**config.mk**
```make
export PLATFORM = sky130hd
export DESIGN_NAME = seg7_frame_decoder_flat
export DESIGN_NICKNAME = d
export VERILOG_FILES = /design/src/rtl/seg7_frame_decoder_if.sv /design/src/rtl/seg7_frame_decoder.sv /design/src/flat_wrapper.sv
export SDC_FILE = /design/constraint.sdc
export NUM_CORES = 1
export LEC_CHECK = 0
export BUFFER_PORTS_ARGS = -buffer_cell sky130_fd_sc_hd__buf_2
export CAP_MARGIN = 20
export CORE_MARGIN = 5
export CORE_UTILIZATION = 40
export DETAILED_ROUTE_END_ITERATION = 6
export GPL_TIMING_DRIVEN = 0
export PLACE_DENSITY = 0.69
export SYNTH_ARGS = -nofsm -noshare
export SYNTH_HDL_FRONTEND = slang
export SYNTH_SLANG_ARGS = --single-unit
```
**constraint.sdc**
```tcl
create_clock -name clk -period 3.9 [get_ports clk]
set_clock_uncertainty 0.15 [all_clocks]
set_input_delay 0.195 -clock clk [delete_from_list [all_inputs] [get_ports clk]]
set_output_delay 0.195 -clock clk [all_outputs]
set_load 0.02 [all_outputs]
```
**src/rtl/seg7_frame_decoder_if.sv**
```systemverilog
// seg7_frame_decoder_if: display bus (seg/an) plus frame valid/ready handshake
//   seg         7-bit active-low segments, seg[0]=A .. seg[6]=G
//   an          NUM_DIGITS active-low digit selects
//   frame_ready consumer accepts the presented frame
//   frame_valid frame held on frame_bcd/frame_blank/frame_err
//   master = display + frame consumer side, slave = decoder side
interface seg7_frame_decoder_if #(parameter int NUM_DIGITS = 4);
  logic [6:0] seg;
  logic [NUM_DIGITS-1:0] an;
  logic frame_ready;
  logic frame_valid;
  logic [4*NUM_DIGITS-1:0] frame_bcd;
  logic [NUM_DIGITS-1:0] frame_blank;
  logic [NUM_DIGITS-1:0] frame_err;
  modport master(output seg, an, frame_ready, input frame_valid, frame_bcd, frame_blank, frame_err);
  modport slave(input seg, an, frame_ready, output frame_valid, frame_bcd, frame_blank, frame_err);
endinterface

```
**src/rtl/seg7_frame_decoder.sv**
```systemverilog
// seg7_frame_decoder: scrapes a multiplexed 7-segment bus back into BCD frames
//   clk  rising-edge clock
//   rst  synchronous active-high reset
//   bus  slave side of seg7_frame_decoder_if (seg/an in, frame handshake out)
module seg7_frame_decoder #(
  parameter int NUM_DIGITS    = 4,
  parameter int STABLE_CYCLES = 3
) (
  input logic clk,
  input logic rst,
  seg7_frame_decoder_if.slave bus
);
  localparam logic [0:0] COLLECT = 1'b0;
  localparam logic [0:0] PRESENT = 1'b1;
  localparam logic [3:0] SC = 4'(STABLE_CYCLES);
  logic [6:0] s_seg_q, p_seg_q;
  logic [NUM_DIGITS-1:0] s_an_q, p_an_q, sel, mask_q, mask_d;
  logic [3:0] cnt_q, cnt_d, dec_bcd;
  logic chg, an_ok, stb, dec_blank, dec_err;
  logic [0:0] state_q;
  logic [4*NUM_DIGITS-1:0] bcd_q;
  logic [NUM_DIGITS-1:0] blank_q, err_q;
  // p_* holds the previous registered sample so a change is seen one cycle after capture
  always_comb begin
    chg = {s_an_q, s_seg_q} != {p_an_q, p_seg_q};
    cnt_d = chg ? 4'd1 : (cnt_q == SC ? SC : cnt_q + 4'd1);
    sel = ~s_an_q;
    an_ok = (sel != '0) && ((sel & (sel - NUM_DIGITS'(1))) == '0);
    // the saturated case keeps cnt_d == SC, so require an actual arrival
    stb = (cnt_d == SC) && (chg || cnt_q != SC) && an_ok;
    mask_d = mask_q | sel;
  end
  always_comb begin
    dec_bcd = 4'hE;
    dec_blank = 1'b0;
    dec_err = 1'b1;
    case (s_seg_q)
      7'h40: dec_bcd = 4'd0;
      7'h79: dec_bcd = 4'd1;
      7'h24: dec_bcd = 4'd2;
      7'h30: dec_bcd = 4'd3;
      7'h19: dec_bcd = 4'd4;
      7'h12: dec_bcd = 4'd5;
      7'h02: dec_bcd = 4'd6;
      7'h78: dec_bcd = 4'd7;
      7'h00: dec_bcd = 4'd8;
      7'h10: dec_bcd = 4'd9;
      7'h7F: dec_bcd = 4'hF;
      default: dec_bcd = 4'hE;
    endcase
    dec_blank = s_seg_q == 7'h7F;
    dec_err = dec_bcd == 4'hE;
  end
  always_ff @(posedge clk) begin
    if (rst) begin
      s_seg_q <= '1;
      p_seg_q <= '1;
      s_an_q <= '1;
      p_an_q <= '1;
      cnt_q <= '0;
      mask_q <= '0;
      state_q <= COLLECT;
      bcd_q <= '0;
      blank_q <= '0;
      err_q <= '0;
    end else begin
      s_seg_q <= bus.seg;
      s_an_q <= bus.an;
      p_seg_q <= s_seg_q;
      p_an_q <= s_an_q;
      cnt_q <= cnt_d;
      if (state_q == PRESENT) begin
        if (bus.frame_ready) begin
          state_q <= COLLECT;
          mask_q <= '0;
        end
      end else if (stb) begin
        mask_q <= mask_d;
        if (&mask_d) state_q <= PRESENT;
        for (int i = 0; i < NUM_DIGITS; i++)
          if (sel[i]) begin
            bcd_q[4*i+:4] <= dec_bcd;
            blank_q[i] <= dec_blank;
            err_q[i] <= dec_err;
          end
      end
    end
  end
  assign bus.frame_valid = state_q == PRESENT;
  assign bus.frame_bcd = bcd_q;
  assign bus.frame_blank = blank_q;
  assign bus.frame_err = err_q;
endmodule

```
**src/flat_wrapper.sv**
```systemverilog
// flat-port wrapper written by rule: the top's interface ports become plain ports
module seg7_frame_decoder_flat 
#(
  parameter int NUM_DIGITS    = 4,
  parameter int STABLE_CYCLES = 3
)
  (clk, rst, bus_seg, bus_an, bus_frame_ready, bus_frame_valid, bus_frame_bcd, bus_frame_blank, bus_frame_err);
  seg7_frame_decoder_if #(.NUM_DIGITS(NUM_DIGITS)) bus_i ();
  input logic clk;
  input logic rst;
  input wire logic [$bits(bus_i.seg)-1:0] bus_seg;
  input wire logic [$bits(bus_i.an)-1:0] bus_an;
  input wire logic [$bits(bus_i.frame_ready)-1:0] bus_frame_ready;
  output wire logic [$bits(bus_i.frame_valid)-1:0] bus_frame_valid;
  output wire logic [$bits(bus_i.frame_bcd)-1:0] bus_frame_bcd;
  output wire logic [$bits(bus_i.frame_blank)-1:0] bus_frame_blank;
  output wire logic [$bits(bus_i.frame_err)-1:0] bus_frame_err;
  assign bus_i.seg = bus_seg;
  assign bus_i.an = bus_an;
  assign bus_i.frame_ready = bus_frame_ready;
  assign bus_frame_valid = bus_i.frame_valid;
  assign bus_frame_bcd = bus_i.frame_bcd;
  assign bus_frame_blank = bus_i.frame_blank;
  assign bus_frame_err = bus_i.frame_err;
  seg7_frame_decoder #(.NUM_DIGITS(NUM_DIGITS), .STABLE_CYCLES(STABLE_CYCLES)) u_core (.clk(clk), .rst(rst), .bus(bus_i));
endmodule
```
# ---- Word level (Yosys, flattened, before mapping)
# Index checks and enable logic that the tools add are counted.
dict set report word_totals {
  regBits 55
  latch_bits 0
  ram_bits 0
  romBits 0
  inputBits 14
  output_inout_bits 25
  mem_count 0
}
dict set report op_classes {
  addsub 2
  n_mul 0
  n_div 0
  n_lt_le_gt_ge 0
  n_eq_ne 16
  shifts 0
  mux 10
  n_bitwise 4
  n_reduce_logical 14
}
# cell n
set ops {}
lappend ops {{$pmux 4 s11} 1}
lappend ops {{$eq 7x7->1 const B} 4}
lappend ops {{$eq 7x5->1 const B} 3}
lappend ops {{$mux 4} 5}
lappend ops {{$eq 7x6->1 const B} 2}
lappend ops {{$reduce_and 3->1} 4}
lappend ops {{$ne 11x11->1} 1}
lappend ops {{$eq 4x2->1 const B} 2}
lappend ops {{$eq 7x2->1 const B} 1}
lappend ops {{$logic_not 7->1} 1}
lappend ops {{$add 4x1->4 const B} 1}
lappend ops {{$and 4x4->4} 1}
lappend ops {{$eq 4x4->1 const B} 1}
lappend ops {{$logic_not 4->1} 1}
lappend ops {{$mux 1} 4}
lappend ops {{$ne 4x2->1 const B} 1}
lappend ops {{$not 4->4} 1}
lappend ops {{$or 4x4->4} 1}
lappend ops {{$reduce_and 4->1} 1}
lappend ops {{$reduce_bool 4->1} 1}
lappend ops {{$sub 4x1->4 const B} 1}
lappend ops {{$logic_and 1x1->1} 3}
lappend ops {{$ne 2x2->1 const B} 1}
lappend ops {{$reduce_and 2->1} 1}
lappend ops {{other kinds (3)} 3}

# ---- Logic depth before layout (Yosys ltp)
dict set report depth {
  depth_word 8
  depth_mapped 7
  mapped_depth_nobuf 6
}

# ---- Least setup slack after synthesis
# Ideal clock, no wire load.
dict set report synth_timing {
  kind {reg2reg}
  start {reg u_core.cnt_q[0]}
  end {reg u_core.state_q, in the netlist u_core.bus.frame_valid}
  setup_ns 0.071
  t_arrival_ns 1.943
  setup_slack_ns 1.737
  stages_incl_launch_ff 8
  n_path_buf 1
  period_less_slack_ns 2.163
  cell_sequence {dfxtp_1 ha_1 nor4b_1 nand3_1 or2_1 buf_6 or4_1 a21oi_1}
}
dict set report synth_between {
  elab_chain_cells 8
  word_cells_on_any_way 11
  classes_between {add/sub: 1; eq/ne: 3; mux: 4; reduce/logical: 3}
}
# item line_no
set synth_rtl {}
lappend synth_rtl {{start: declaration} seg7_frame_decoder.sv:18} ;# logic [3:0] cnt_q, cnt_d, dec_bcd;
lappend synth_rtl {{start signal: assignment} seg7_frame_decoder.sv:71} ;# cnt_q <= cnt_d;
lappend synth_rtl {{$add 4x1->4 / $eq 4x2->1 (equally long branches)} seg7_frame_decoder.sv:26} ;# cnt_d = chg ? 4'd1 : (cnt_q == SC ? SC : cnt_q + 4'd1);
lappend synth_rtl {{$mux 4 (2 in series)} seg7_frame_decoder.sv:26}
lappend synth_rtl {{$eq 4x2->1} seg7_frame_decoder.sv:30} ;# stb = (cnt_d == SC) && (chg || cnt_q != SC) && an_ok;
lappend synth_rtl {{$logic_and 1x1->1 (*) (2 in series)} seg7_frame_decoder.sv:30}
lappend synth_rtl {{$mux 1 (*)} seg7_frame_decoder.sv:77} ;# end else if (stb) begin
lappend synth_rtl {{$mux 1 (*)} seg7_frame_decoder.sv:72} ;# if (state_q == PRESENT) begin
lappend synth_rtl {{end signal: assignment} seg7_frame_decoder.sv:62} ;# state_q <= COLLECT;
lappend synth_rtl {{end signal: assignment} seg7_frame_decoder.sv:74} ;# state_q <= COLLECT;
lappend synth_rtl {{end signal: assignment} seg7_frame_decoder.sv:79} ;# if (&mask_d) state_q <= PRESENT;
lappend synth_rtl {{end: declaration} seg7_frame_decoder.sv:20} ;# logic [0:0] state_q;
# Mark *: on every way between the ends. The rest lies on a longest branch, timed or not.
# A chain may end at the register's enable or synchronous reset.

# ---- Worst setup path in the final report
dict set report layout_timing {
  start {reg u_core.s_seg_q[0]}
  end {reg u_core.bcd_q[0], in the netlist u_core.bus.frame_bcd[0]}
}
dict set report layout_between {
  elab_chain_cells 6
  word_cells_on_any_way 19
  classes_between {eq/ne: 12; mux: 2; reduce/logical: 5}
}
# item line_no
set layout_rtl {}
lappend layout_rtl {{start: declaration} seg7_frame_decoder.sv:16} ;# logic [6:0] s_seg_q, p_seg_q;
lappend layout_rtl {{start signal: assignment} seg7_frame_decoder.sv:67} ;# s_seg_q <= bus.seg;
lappend layout_rtl {{$ne 11x11->1} seg7_frame_decoder.sv:25} ;# chg = {s_an_q, s_seg_q} != {p_an_q, p_seg_q};
lappend layout_rtl {{$mux 4} seg7_frame_decoder.sv:26}
lappend layout_rtl {{$eq 4x2->1} seg7_frame_decoder.sv:30}
lappend layout_rtl {{$logic_and 1x1->1 (2 in series)} seg7_frame_decoder.sv:30}
lappend layout_rtl {{$reduce_and 3->1 (no source line)} n/a}
lappend layout_rtl {{end signal: assignment} seg7_frame_decoder.sv:63} ;# bcd_q <= '0;
lappend layout_rtl {{end signal: indexed assignment} seg7_frame_decoder.sv:82} ;# bcd_q[4*i+:4] <= dec_bcd;
lappend layout_rtl {{end: declaration} seg7_frame_decoder.sv:21} ;# logic [4*NUM_DIGITS-1:0] bcd_q;
# Parallel ways exist; a longest one is shown, timed or not.

==> results_dict.tcl <==
set metrics [dict create \
    critPathLaunchType "flip-flop" \
    first_global_vias 1756 \
    maxCapViolCount 0 \
    min_from "rst" \
    fillerInstances 566 \
    htreeDepth 2 \
    worstPathRequired_ps 4000 \
    routabilityCongestion 0.803 \
    vias 1903 \
    dp_hpwl_um 3680 \
    grt_use_met1 0.194 \
    reg2reg_depth 6 \
    die_h_um 87.8 \
    power.total_w 0.00106 \
    use_met3 0.0470 \
    period_share 0.659 \
    grtUsageTotal 0.140 \
    drt_iter0_markers 101 \
    setup_slack_ps 1330 \
    cp_data_arrival_time_ps 2670 \
    hold_path_class "primary input to flip-flop" \
    post_cts_buffers 0 \
    area_growth_pct 21.1 \
    synth_seq_cells 55 \
    grt-ovfl-total 0 \
    drtAntennaViolNets 0 \
    yosys_warnings 0 \
    maxSlewViolCount 0 \
    regArea_um2 1100 \
    synthFlopType "dfxtp_1" \
    antenna_found_initial 0 \
    synth_nets 261 \
    nNetsFinal 317 \
    syn_area_um2 2420 \
    preCtsSetupSlack_ps 1360 \
    io_buffers 37 \
    max_slew_margin 0.551 \
    io_pins 39 \
    dieWidth_um 87.8 \
    clk-insertion-delay-late_ps 320 \
    grt.busiest_layer "met2" \
    seq_area_frac_synth 0.455 \
    ff2ff_setup_slack_ps 1330 \
    min_to "u_core.s_seg_q[2]$_SDFF_PP1_" \
    grt_max_degree 18 \
    cts_tree "yes" \
    whs_ps 202 \
    setup_viol 0 \
    fmax_ghz 0.389 \
    antenna_cells 0 \
    p_per_area_nw_per_um2 363 \
    cts_buffer_depth 2 \
    p_leak_nw 1.13 \
    worst-setup-path-type "flip-flop to flip-flop" \
    cts.sinks 55 \
    grt_pass1_wl_um 8490 \
    min_path_cells 2 \
    syn_avg_cell_area_um2 9.84 \
    postSynth.asyncResetShare 0 \
    peakVddDrop_mv 0.235 \
    synth_edf_count 0 \
    cts_root_buffer "clkbuf_8" \
    coreArea_um2 5920 \
    rsz0062_at_grt "no" \
    path_cells "clkbuf_1 -> xor2_1 -> nor4_1 -> nand4_2 -> nor3_2 -> mux2i_1" \
    drive_gt1_frac 0.284 \
    cp_top_family "simple AND/OR/NAND/NOR gates" \
    worstReg2RegStart "u_core.s_seg_q[0]$_SDFF_PP1_" \
    crit_slowest_cell "nor3_2" \
    drt_first_pass_iters 4 \
    use_met2 0.208 \
    routed_wl_um 5040 \
    multi_input_area_um2 1190 \
    period_needed_ps 2570 \
    worstPathMaxFanout 10 \
    drc 0 \
    max_slew.worst_pin.slew_ps 669 \
    slowest_delay_ps 630 \
    fin_cells 378 \
    syn_inst 246 \
    cts_made_buffers 5 \
    die_area_um2 7710 \
    finalHoldViolations 0 \
    dp.cells 358 \
    status "finished clean" \
    crit_buf_inv 1 \
    r2r_end "u_core.bus.frame_bcd[0]$_SDFFE_PP0P_" \
    cp.depth 6 \
    cts.clk_slew.worst_paths_ps 100 \
    viasPerCell 5.03 \
    finalSetupTns_ps 0 \
    initial_utilization 0.409 \
    cp-end-kind "flip-flop" \
    ys_types 44 \
    fp-row-count 28 \
    wl_per_cell_um 13.3 \
]
flip-flops by register name, indices dropped and copies added (netlist names):
| name | cells |
|---|---|
| u_core.p_seg_q | 7 |
| u_core.bus.frame_err | 4 |
| u_core.p_an_q | 4 |
| u_core.s_an_q | 4 |
| u_core.bus.frame_blank | 4 |
| u_core.bus.frame_bcd | 16 |
| u_core.bus.frame_valid | 1 |
| u_core.s_seg_q | 7 |
| u_core.mask_q | 4 |
| u_core.cnt_q | 4 |
worst reg2reg max path: stages, from the launching register on:
cell	delay (ps)
dfxtp_1	350
clkbuf_1	360
xor2_1	110
nor4_1	350
nand4_2	300
nor3_2	630
mux2i_1	250
cells in the final DEF, fill, tap and decap left out, drive strengths merged, types with 2 or more instances in the layout:
cell type | synthesis | routed
nor4 | 2 | 2
nand2b | 22 | 22
inv | 6 | 6
mux2i | 16 | 16
a2111oi | 4 | 4
a211oi | 10 | 10
nor4b | 2 | 2
a22oi | 4 | 4
and3 | 2 | 2
xnor2 | 2 | 2
buf | 11 | 48
nand2 | 2 | 2
or2 | 23 | 23
clkinv | 0 | 2
dlygate4sd3 | 0 | 12
a21oi | 11 | 11
clkbuf | 8 | 13
nor2 | 13 | 13
nor3 | 9 | 9
xor2 | 13 | 13
nand4b | 4 | 4
nand3 | 4 | 4
dfxtp | 55 | 55
and2 | 2 | 2
or4 | 3 | 3
o22ai | 3 | 3
cell usage after synthesis, types with 2 or more instances:
| master | instances | share of area |
|---|---|---|
| xnor2_1 | 2 | 0.0072 |
| o22ai_1 | 3 | 0.0078 |
| nand4b_1 | 4 | 0.014 |
| buf_2 | 7 | 0.014 |
| nor4_1 | 2 | 0.0052 |
| a22oi_1 | 4 | 0.012 |
| and2_1 | 2 | 0.0052 |
| or4_1 | 3 | 0.0093 |
| dfxtp_1 | 55 | 0.45 |
| nand2b_1 | 22 | 0.057 |
| clkbuf_1 | 8 | 0.012 |
| nand2_1 | 2 | 0.0031 |
| nand3_1 | 4 | 0.0083 |
| and3_1 | 2 | 0.0052 |
| nor3_1 | 5 | 0.010 |
| a2111oi_1 | 2 | 0.0083 |
| mux2i_1 | 16 | 0.066 |
| a21oi_1 | 11 | 0.023 |
| xor2_1 | 13 | 0.047 |
| buf_6 | 4 | 0.019 |
| nor3_2 | 4 | 0.017 |
| a211oi_1 | 10 | 0.031 |
| or2_2 | 22 | 0.057 |
| inv_1 | 6 | 0.0093 |
| nor2_1 | 13 | 0.020 |
| nor4b_1 | 2 | 0.0072 |
routing by layer:
layer,wire (um),vias up
met3,312,8
met5,0,-
met4,90,0
met1,2400,877
met2,2240,47
li1,-,971
timing repair:
action	CTS	global route
resized for setup	0	0
hold buffers	12	0
endpoints found under the setup margin	0	0
hold endpoints to repair	12	0
where the power goes:
group	internal, W	switching [W]
Combinational	0.0000515	0.0000564
Sequential	0.000573	0.00000611
Clock	0.000191	0.000186
logic make-up after synthesis:
group / after synthesis / synth area share
mux: 16 / 0.0661
xor+xnor: 15 / 0.0543
flops: 55 / 0.455
buf+inv: 25 / 0.0548
fa+ha+maj: 1 / 0.00517
compound gates: 39 / 0.118
simple gates: 95 / 0.247
worst max path at each step:
| stage | endpoint | startpoint |
|---|---|---|
| final | u_core.bus.frame_bcd[0]$_SDFFE_PP0P_ | u_core.s_seg_q[0]$_SDFF_PP1_ |
| after global routing | u_core.bus.frame_bcd[0]$_SDFFE_PP0P_ | u_core.s_seg_q[0]$_SDFF_PP1_ |
| after CTS | u_core.bus.frame_bcd[0]$_SDFFE_PP0P_ | u_core.s_seg_q[0]$_SDFF_PP1_ |
| after detailed placement | u_core.bus.frame_err[0]$_SDFFE_PP0P_ | u_core.s_seg_q[0]$_SDFF_PP1_ |
| after global placement | u_core.bus.frame_bcd[8]$_SDFFE_PP0P_ | u_core.s_seg_q[0]$_SDFF_PP1_ |
| after floorplan | u_core.bus.frame_valid$_SDFF_PP0_ | u_core.cnt_q[0]$_SDFF_PP0_ |
stage by stage:
stage | cell area [um2] | util
6_report | 2930 | 0.495
5_1_grt | 2930 | 0.495
4_1_cts | 2930 | 0.495
3_5_place_dp | 2700 | 0.456
3_3_place_gp | 2700 | 0.456
2_1_floorplan | 2420 | -
cell type report:
class	instances	area share
plain buffers	19	0.0375
clock buffers	5	0.0235
clock inverters	3	0.0149
inverters	6	0.00768
multi-input cells	166	0.405
flip-flops and latches	55	0.375
well taps	75	0.0320
repair buffers	49	0.104
(Power assumes the default switching activity.)
